`config.mk`:
```
export PLATFORM = sky130hd
export DESIGN_NAME = mult_result_accumulator
export DESIGN_NICKNAME = d
export VERILOG_FILES = /design/src/rtl/mult_acc_pkg.sv /design/src/rtl/done_rise_det.sv /design/src/rtl/mult_result_accumulator.sv
export SDC_FILE = /design/constraint.sdc
export NUM_CORES = 1
export LEC_CHECK = 0
export BUFFER_PORTS_ARGS = -buffer_cell sky130_fd_sc_hd__buf_2
export CAP_MARGIN = 15
export CORE_MARGIN = 4
export CORE_UTILIZATION = 55
export CTS_BUF_LIST = sky130_fd_sc_hd__clkbuf_2 sky130_fd_sc_hd__clkbuf_4 sky130_fd_sc_hd__clkbuf_8
export CTS_CLUSTER_SIZE = 40
export DETAILED_ROUTE_END_ITERATION = 8
export MAX_ROUTING_LAYER = met4
export PLACE_DENSITY = 0.79
export REMOVE_ABC_BUFFERS = 1
export SLEW_MARGIN = 10
export SYNTH_ARGS = -nofsm -noshare
export SYNTH_HDL_FRONTEND = slang
export SYNTH_HIERARCHICAL = 1
export SYNTH_SLANG_ARGS = --single-unit
```
`constraint.sdc`:
```
create_clock -name CLK -period 2.3 [get_ports CLK]
set_input_delay 0.345 -clock CLK [delete_from_list [all_inputs] [get_ports CLK]]
set_output_delay 0.345 -clock CLK [all_outputs]
set_load 0.02 [all_outputs]
```
`src/rtl/mult_acc_pkg.sv`:
```
// Shared types and constants for the multiplier-result accumulator.
package mult_acc_pkg;

  localparam int unsigned N_PRODUCTS_DEF = 4;
  localparam int unsigned ACC_W_DEF      = 24;
  localparam int unsigned PROD_W         = 16;

  typedef enum logic [2:0] {
    S_IDLE,
    S_REQ,
    S_WAIT,
    S_ADD,
    S_FLUSH
  } state_e;

endpackage

```
`src/rtl/done_rise_det.sv`:
```
// Registers the multiplier DONE level and flags its rising edge.
module done_rise_det (
  input  logic clk_i,
  input  logic rst_i,
  input  logic done_i,
  output logic rise_o
);

  logic done_q;

  // DONE delayed by one cycle, tracked in every state
  always_ff @(posedge clk_i) begin
    if (rst_i) done_q <= 1'b0;
    else       done_q <= done_i;
  end

  assign rise_o = done_i & ~done_q;

endmodule

```
`src/rtl/mult_result_accumulator.sv`:
```
// Accumulates a batch of N_PRODUCTS multiplier results into acc.
// Optional build macro ACC_SAT_EN: saturate acc to all-ones on overflow
// instead of wrapping modulo 2^ACC_W.
module mult_result_accumulator
  import mult_acc_pkg::*;
#(
  parameter int unsigned N_PRODUCTS = N_PRODUCTS_DEF,
  parameter int unsigned ACC_W      = ACC_W_DEF
) (
  input  logic              CLK,
  input  logic              RESET,
  input  logic              en,
  input  logic [PROD_W-1:0] result,
  input  logic              DONE,
  output logic              start_next,
  output logic [ACC_W-1:0]  acc,
  output logic              acc_valid,
  output logic [7:0]        count,
  output logic              ovf,
  output logic              busy
);

  localparam logic [7:0] N_LAST = 8'(N_PRODUCTS);

  state_e              state_q, state_d;
  logic [ACC_W-1:0]    acc_q, acc_d;
  logic [7:0]          count_q, count_d;
  logic                ovf_q, ovf_d;
  logic [PROD_W-1:0]   prod_q, prod_d;
  logic                rise;
  logic [ACC_W:0]      sum;
  logic [7:0]          count_inc;

  done_rise_det u_rise (
    .clk_i  (CLK),
    .rst_i  (RESET),
    .done_i (DONE),
    .rise_o (rise)
  );

  assign sum       = {1'b0, acc_q} + {{(ACC_W + 1 - PROD_W){1'b0}}, prod_q};
  assign count_inc = count_q + 8'd1;

  // State and datapath registers
  always_ff @(posedge CLK) begin
    if (RESET) begin
      state_q <= S_IDLE;
      acc_q   <= '0;
      count_q <= '0;
      ovf_q   <= 1'b0;
      prod_q  <= '0;
    end else begin
      state_q <= state_d;
      acc_q   <= acc_d;
      count_q <= count_d;
      ovf_q   <= ovf_d;
      prod_q  <= prod_d;
    end
  end

  // Next-state, datapath update and state-decoded strobes
  always_comb begin
    state_d    = state_q;
    acc_d      = acc_q;
    count_d    = count_q;
    ovf_d      = ovf_q;
    prod_d     = prod_q;
    start_next = 1'b0;
    acc_valid  = 1'b0;
    busy       = 1'b1;
    case (state_q)
      S_IDLE: begin
        busy = 1'b0;
        if (en) begin
          state_d = S_REQ;
          acc_d   = '0;
          count_d = '0;
          ovf_d   = 1'b0;
        end
      end
      S_REQ: begin
        start_next = 1'b1;
        state_d    = S_WAIT;
      end
      S_WAIT: begin
        if (rise) begin
          prod_d  = result;
          state_d = S_ADD;
        end
      end
      S_ADD: begin
        count_d = count_inc;
        if (sum[ACC_W]) ovf_d = 1'b1;
`ifdef ACC_SAT_EN
        // once overflowed, stay pinned even if a later product is zero
        if (sum[ACC_W] || ovf_q) acc_d = '1;
        else                     acc_d = sum[ACC_W-1:0];
`else
        acc_d = sum[ACC_W-1:0];
`endif
        state_d = (count_inc == N_LAST) ? S_FLUSH : S_REQ;
      end
      S_FLUSH: begin
        acc_valid = 1'b1;
        state_d   = S_IDLE;
      end
      default: state_d = S_IDLE;
    endcase
  end

  assign acc   = acc_q;
  assign count = count_q;
  assign ovf   = ovf_q;

endmodule

```
==> flow_summary.json, run 1 <==
{
  "fp.dieW_um": 80.7,
  "drc": 0,
  "via_per_inst": 5.67,
  "postSynthCellCount": 350,
  "num_rows": 26,
  "power.total_mw": 1.81,
  "fin_area_mm2": 0.00339,
  "place_ws_ns": -0.00930,
  "final_cell_count_no_fill": 471,
  "core_area_mm2": 0.00511,
  "dp.cells": 461,
  "r2r_slack_ns": 0.11,
  "diodes": 0,
  "synthAdderAreaFrac_pct": 8.00,
  "arrival_ns": 2.37,
  "initial_core_util_pct": 57.0,
  "path_buf_inv": 1,
  "worst_setup_path_end_kind": "flip-flop",
  "hpwl_um": 4790,
  "numCtsBuffers": 5,
  "setup_tns_ns": 0,
  "ys_seq_area_share_pct": 36.5,
  "synth-seq-cells": 53,
  "num_vias": 2671,
  "grt_start_max_net_pins": 27,
  "worstPathRequired_ns": 2.49,
  "cts_max_level": 2,
  "placed_cell_area_mm2": 0.00323,
  "totalWireLength_um": 6600,
  "finClkSkew_ns": 0.00772,
  "synth_compound_area_share_pct": 24.1,
  "setup_viol": 0,
  "synth-xor-area-share_pct": 3.91,
  "port_buffers": 55,
  "dieArea_mm2": 0.00652,
  "max_slew.worst_pin.slew_ns": 0.685,
  "fin_ws_ns": 0.113,
  "drive_above_1_share_pct": 23.4,
  "synth-main-ff-cell": "dfxtp_1",
  "fmax_mhz": 457,
  "grt_usage_pct": 21.8,
  "slew_viol_final": 0,
  "first_global_vias": 2434,
  "multi_input_area_mm2": 0.00176,
  "powerDensity_mw_per_mm2": 533,
  "cts_tree": "yes",
  "worstSetupPathType": "flip-flop to flip-flop",
  "avgSynthCellArea_um2": 8.31,
  "cts_sinks": 53,
  "grt_overflow_total": 0,
  "gp_congestion": 0.887,
  "irDropWorstVdd_v": 0.000323,
  "yosys_warnings": 6,
  "maxCapViolCount": 0,
  "wl_per_cell_um": 14.0,
  "cp_max_fo": 4,
  "antenna_left": 0,
  "synth_edf_count": 0,
  "synth_mux_area_share_pct": 0.344,
  "whs_ns": 0.263,
  "synth_area_mm2": 0.00291,
  "clock_latency_ns": 0.31,
  "synth.area.top_cells": "dfxtp_1 (36%), ha_1 (7.3%), nand2_1 (7.1%), a21oi_1 (5.7%), o21ai_0 (2.9%)",
  "grt_pass1_wl_um": 10900,
  "synth.distinct_cells": 61,
  "post-route-period-util_pct": 95.1,
  "drt_pass1_iterations": 4,
  "max-slew-margin-rel_pct": 54.3,
  "period_minus_slack_ns": 2.19,
  "critPathSlowestCell": "fa_2",
  "yosysMostFrequentCell": "nand2_1",
  "fin_nets": 438,
  "num_io_pins": 56,
  "syn_to_final_growth_pct": 16.6,
  "post-route-util_pct": 66.4,
  "cp_top_family": "compound AO/OA/AOI/OAI gates",
  "ff_latch_area_mm2": 0.00106,
  "start_kind": "flip-flop",
  "clockBufferDepth": 2,
  "finalHoldViolCount": 0,
  "path_clk_slew_ns": 0.10,
  "root_buffer": "clkbuf_8",
  "synth_commonest_cells": "nand2_1 (55), dfxtp_1 (53), a21oi_1 (33)",
  "outcome": "finished, final reports clean",
  "power_leakage_nw": 1.49,
  "critPathMaxStageDelay_ns": 0.36,
  "worstPathCellList": "ha_2 -> fa_2 -> a21o_1 -> a22o_1 -> o211ai_1 -> buf_4 -> o21ai_0 -> xnor2_1 -> o21ai_1",
  "final.fill_count": 464,
  "synthArstFlopShare_pct": 0,
  "die_height_um": 80.7,
  "synth_top_family_by_area": "compound AO/OA/AOI/OAI gates",
  "drt_iter0_drc": 151,
  "netlist.area_leader.share_pct": 36.5,
  "holdCritPathClass": "input pin to flip-flop",
  "yosys.area.top_type": "dfxtp_1",
  "antenna_found_initial": 0,
  "synthSimpleGateAreaFrac_pct": 22.9
}
==> cells in the final DEF, fill, tap and decap left out, types with 2 or more instances in the layout <==
cell type	n
a211oi_1	2
a21o_1	11
a21oi_1	33
a22oi_1	7
a31oi_1	6
and2_1	2
and3_1	4
and3b_1	2
buf_2	55
buf_4	10
clkbuf_8	6
dfxtp_1	52
ha_1	14
ha_2	3
inv_1	4
nand2_1	55
nand2b_1	2
nand3_1	9
nand3b_1	4
nand4_1	3
nor2_1	22
nor2b_4	2
nor3_1	7
o211ai_1	7
o21ai_0	16
o21ai_1	7
o41ai_1	5
or2_2	3
or4_1	2
xnor2_1	9
xor2_1	4
==> per-layer routing <==
metal  wire length [µm]  global-route usage, %  vias up
li1                   -                      -     1363
met1               2970                   26.1     1248
met2               3300                   37.7       53
met3                235                   3.59        7
met4                102                   6.08        0
met5                  0                      -        -
==> state kept, by name (all words and copies together), names as in the netlist <==
signal / count
acc: 24
prod_q: 16
count: 8
state_q: 3
ovf: 1
u_rise/done_q: 1
==> worst min-delay path, cell delays in order <==
cell,delay [ns]
buf_2,0.09
nand2_1,0.04
a21oi_1,0.05
==> final cells by class <==
type                       instances  share of cell area (%)
tap                               70                    2.58
multi-input combinational        271                    51.8
timing repair buffer              65                    10.3
clock inverter                     2                    1.11
sequential                        53                    31.3
clock buffer                       6                    2.43
inverter                           4                   0.442
==> timing repair <==
action	4_1_cts	5_1_grt
endpoints found under the setup margin	3	11
buffers inserted	0	2
resized for setup	1	9
hold buffers	0	0
pin swaps	0	3
==> power by group <==
part,leakage [nW],internal (mW),switching [mW],total [mW]
clock network,0.0574,0.354,0.308,0.662
logic,1.00,0.0748,0.120,0.194
registers,0.428,0.934,0.0182,0.952
==> final timing paths <==
path	start	to	cells past startpoint
hold / removal	result[0]	prod_q[0]	3
hold reg to reg	prod_q[3]	prod_q[3]	2
setup reg to reg	acc[0]	acc[14]	9
setup / recovery	acc[0]	acc[14]	9
==> logic make-up (layout without fill, tap and decap cells) <==
group,Yosys count,in the layout
compound gates,109,109
xor+xnor,13,13
fa+ha+maj,18,18
buf+inv,26,77
flops,53,53
mux,1,1
simple gates,130,130
Power figures use the tool's default switching activity.
==> run 2, diff against run 1 <==
--- a/config.mk
+++ b/config.mk
@@ -18,5 +18,4 @@
 export SLEW_MARGIN = 10
 export SYNTH_ARGS = -nofsm -noshare
 export SYNTH_HDL_FRONTEND = slang
-export SYNTH_HIERARCHICAL = 1
 export SYNTH_SLANG_ARGS = --single-unit
==> run 2 against run 1 <==
Against the previous run: global-route usage shrank 0.095 points; total power grew 19%; flip-flop and latch count is the same; largest power group unchanged; via count grew 5.0%; combinational power grew 140%; utilization is the same.
==> flow_summary.json, run 2 <==
{
  "dp.cells": 492,
  "whs_ns": 0.266,
  "core_area_mm2": 0.00547,
  "worst_setup_path_end_kind": "flip-flop",
  "totalWireLength_um": 7430,
  "num_io_pins": 56,
  "grt_start_max_net_pins": 29,
  "synthSimpleGateAreaFrac_pct": 23.4,
  "drt_iter0_drc": 84,
  "fp.dieW_um": 82.9,
  "root_buffer": "clkbuf_8",
  "finClkSkew_ns": 0.00956,
  "worstPathRequired_ns": 2.51,
  "clock_latency_ns": 0.31,
  "synthArstFlopShare_pct": 0,
  "dieArea_mm2": 0.00687,
  "antenna_found_initial": 0,
  "worstPathCellList": "ha_4 -> fa_2 -> a21o_1 -> a221oi_4 -> o211ai_2 -> a31oi_4 -> a2111oi_4 -> mux2_4",
  "synth_area_mm2": 0.00308,
  "grt_setup_unrepaired": "true",
  "initial_core_util_pct": 56.4,
  "cts_sinks": 53,
  "synth_top_family_by_area": "compound AO/OA/AOI/OAI gates",
  "antenna_left": 0,
  "avgSynthCellArea_um2": 8.20,
  "synth-xor-area-share_pct": 3.69,
  "via_per_inst": 5.55,
  "irDropWorstVdd_v": 0.000436,
  "gp_congestion": 0.947,
  "diodes": 0,
  "drive_above_1_share_pct": 25.2,
  "critPathSlowestCell": "dfxtp_2",
  "grt_pass1_wl_um": 12300,
  "clockBufferDepth": 2,
  "place_ws_ns": -0.0965,
  "synthAdderAreaFrac_pct": 7.55,
  "yosys.area.top_type": "dfxtp_1",
  "synth_commonest_cells": "nand2_1 (63), dfxtp_1 (53), a21oi_1 (46)",
  "worstSetupPathType": "flip-flop to flip-flop",
  "postSynthCellCount": 376,
  "fin_ws_ns": 0.0117,
  "synth_compound_area_share_pct": 23.5,
  "final_cell_mix": "nand2_1 (63), buf_2 (55), dfxtp_1 (51), a21oi_1 (45), nor2_1 (32)",
  "arrival_ns": 2.49,
  "critPathMaxStageDelay_ns": 0.35,
  "max_slew.worst_pin.slew_ns": 0.649,
  "ys_seq_area_share_pct": 34.4,
  "synth.area.top_cells": "dfxtp_1 (34%), nand2_1 (7.7%), a21oi_1 (7.5%), ha_1 (6.9%), nor2_1 (3.9%)",
  "slew_viol_final": 0,
  "grt_overflow_total": 0,
  "largest_register_ffs": 24,
  "wl_per_cell_um": 14.7,
  "powerDensity_mw_per_mm2": 590,
  "power.total_mw": 2.14,
  "finalHoldViolCount": 0,
  "synth_mux_area_share_pct": 2.03,
  "period_minus_slack_ns": 2.29,
  "start_kind": "flip-flop",
  "port_buffers": 55,
  "outcome": "finished, final reports clean",
  "final_common_cell": "nand2_1",
  "syn_to_final_growth_pct": 17.9,
  "num_vias": 2804,
  "power_leakage_nw": 1.56,
  "netlist.area_leader.share_pct": 34.4,
  "path_clk_slew_ns": 0.10,
  "yosys_warnings": 0,
  "setup_viol": 0,
  "synth-seq-cells": 53,
  "drc": 0,
  "post-route-util_pct": 66.4,
  "holdCritPathClass": "input pin to flip-flop",
  "num_rows": 27,
  "fmax_mhz": 437,
  "cp_max_fo": 3,
  "first_global_vias": 2737,
  "post-route-period-util_pct": 99.5,
  "numCtsBuffers": 5,
  "grt_usage_pct": 21.7,
  "synth.distinct_cells": 67,
  "fin_nets": 470,
  "yosysMostFrequentCell": "nand2_1",
  "max-slew-margin-rel_pct": 56.6,
  "cts_tree": "yes",
  "synth-main-ff-cell": "dfxtp_1",
  "final_cell_count_no_fill": 505,
  "synth_edf_count": 0,
  "die_height_um": 82.9,
  "maxCapViolCount": 0,
  "cts_max_level": 2,
  "drt_pass1_iterations": 4,
  "hpwl_um": 5290
}
## run 2: cell types whose count changed after synthesis, moves of 4 or more
cell,before,now
nor2_1,22,32
a31oi_1,6,2
o211ai_1,7,1
nand2_1,55,63
a21o_1,11,7
a21oi_1,33,46
o41ai_1,5,0
o21ai_0,17,6
nand3_1,9,15
## run 2: what timing repair did
| item | in CTS | in global routing |
|---|---|---|
| endpoints found under the setup margin | 4 | 8 |
| hold buffers | 0 | 0 |
| pin swaps | 5 | 10 |
| resized for setup | 5 | 11 |
| hold endpoints to repair | 0 | 0 |
| setup buffers | 2 | 3 |
## run 2: path summary, 6_finish.rpt
path	from	to	slack, ns	cells past startpoint
min	result[11]	prod_q[11]	0.27	3
max reg2reg	acc[0]	acc[18]	0.01	8
min reg2reg	ovf	ovf	0.46	2
max	acc[0]	acc[18]	0.01	8
## run 2: layout make-up
type                            count  area, µm²
Sequential cell                    53       1060
Tap cell                           72       90.1
Timing Repair Buffer               73        410
Inverter                            5       18.8
Fill cell                         492       1840
Multi-Input combinational cell    294       1930
Clock inverter                      1       30.0
Clock buffer                        7       90.1
## run 2: logic make-up (layout without fill, tap and decap cells)
family                   Yosys count  in the layout
AO/OA/AOI/OAI                    104            104
XOR/XNOR                          13             13
adder cells (fa/ha/maj)           18             18
buffers and inverters             29             86
flip-flops                        53             53
multiplexers                       5              5
AND/OR/NAND/NOR                  154            154
## run 2: power by group
group / total (mW) / switching (mW) / leakage, nW / internal [mW]
Sequential: 1.01 / 0.0545 / 0.429 / 0.959
Clock: 0.666 / 0.299 / 0.0619 / 0.367
Combinational: 0.465 / 0.315 / 1.07 / 0.150
## run 2: per-layer routing
metal	up-vias	global-route usage (%)	wire length, µm
li1	1446	-	-
met1	1291	27.2	3440
met2	62	34.9	3580
met3	5	4.27	339
met4	0	7.43	61
met5	-	-	0
## run 2: through the flow
| step | TNS, ns | instance area (µm²) |
|---|---|---|
| after detailed placement | -0.237 | 3400 |
| after CTS | 0 | 3560 |
| after floorplan | -0.311 | 2940 |
| final | 0 | 3640 |
| after global placement | -0.222 | 3400 |
| after global routing | -0.129 | 3640 |
## run 2: worst max-delay path: cells and delay by family, from the launching register on
| kind | cells | cell delay, ns |
|---|---|---|
| AOI/OAI and AO/OA | 5 | 1.03 |
| adders and majority gates | 2 | 0.50 |
| DFF | 1 | 0.35 |
| muxes | 1 | 0.31 |
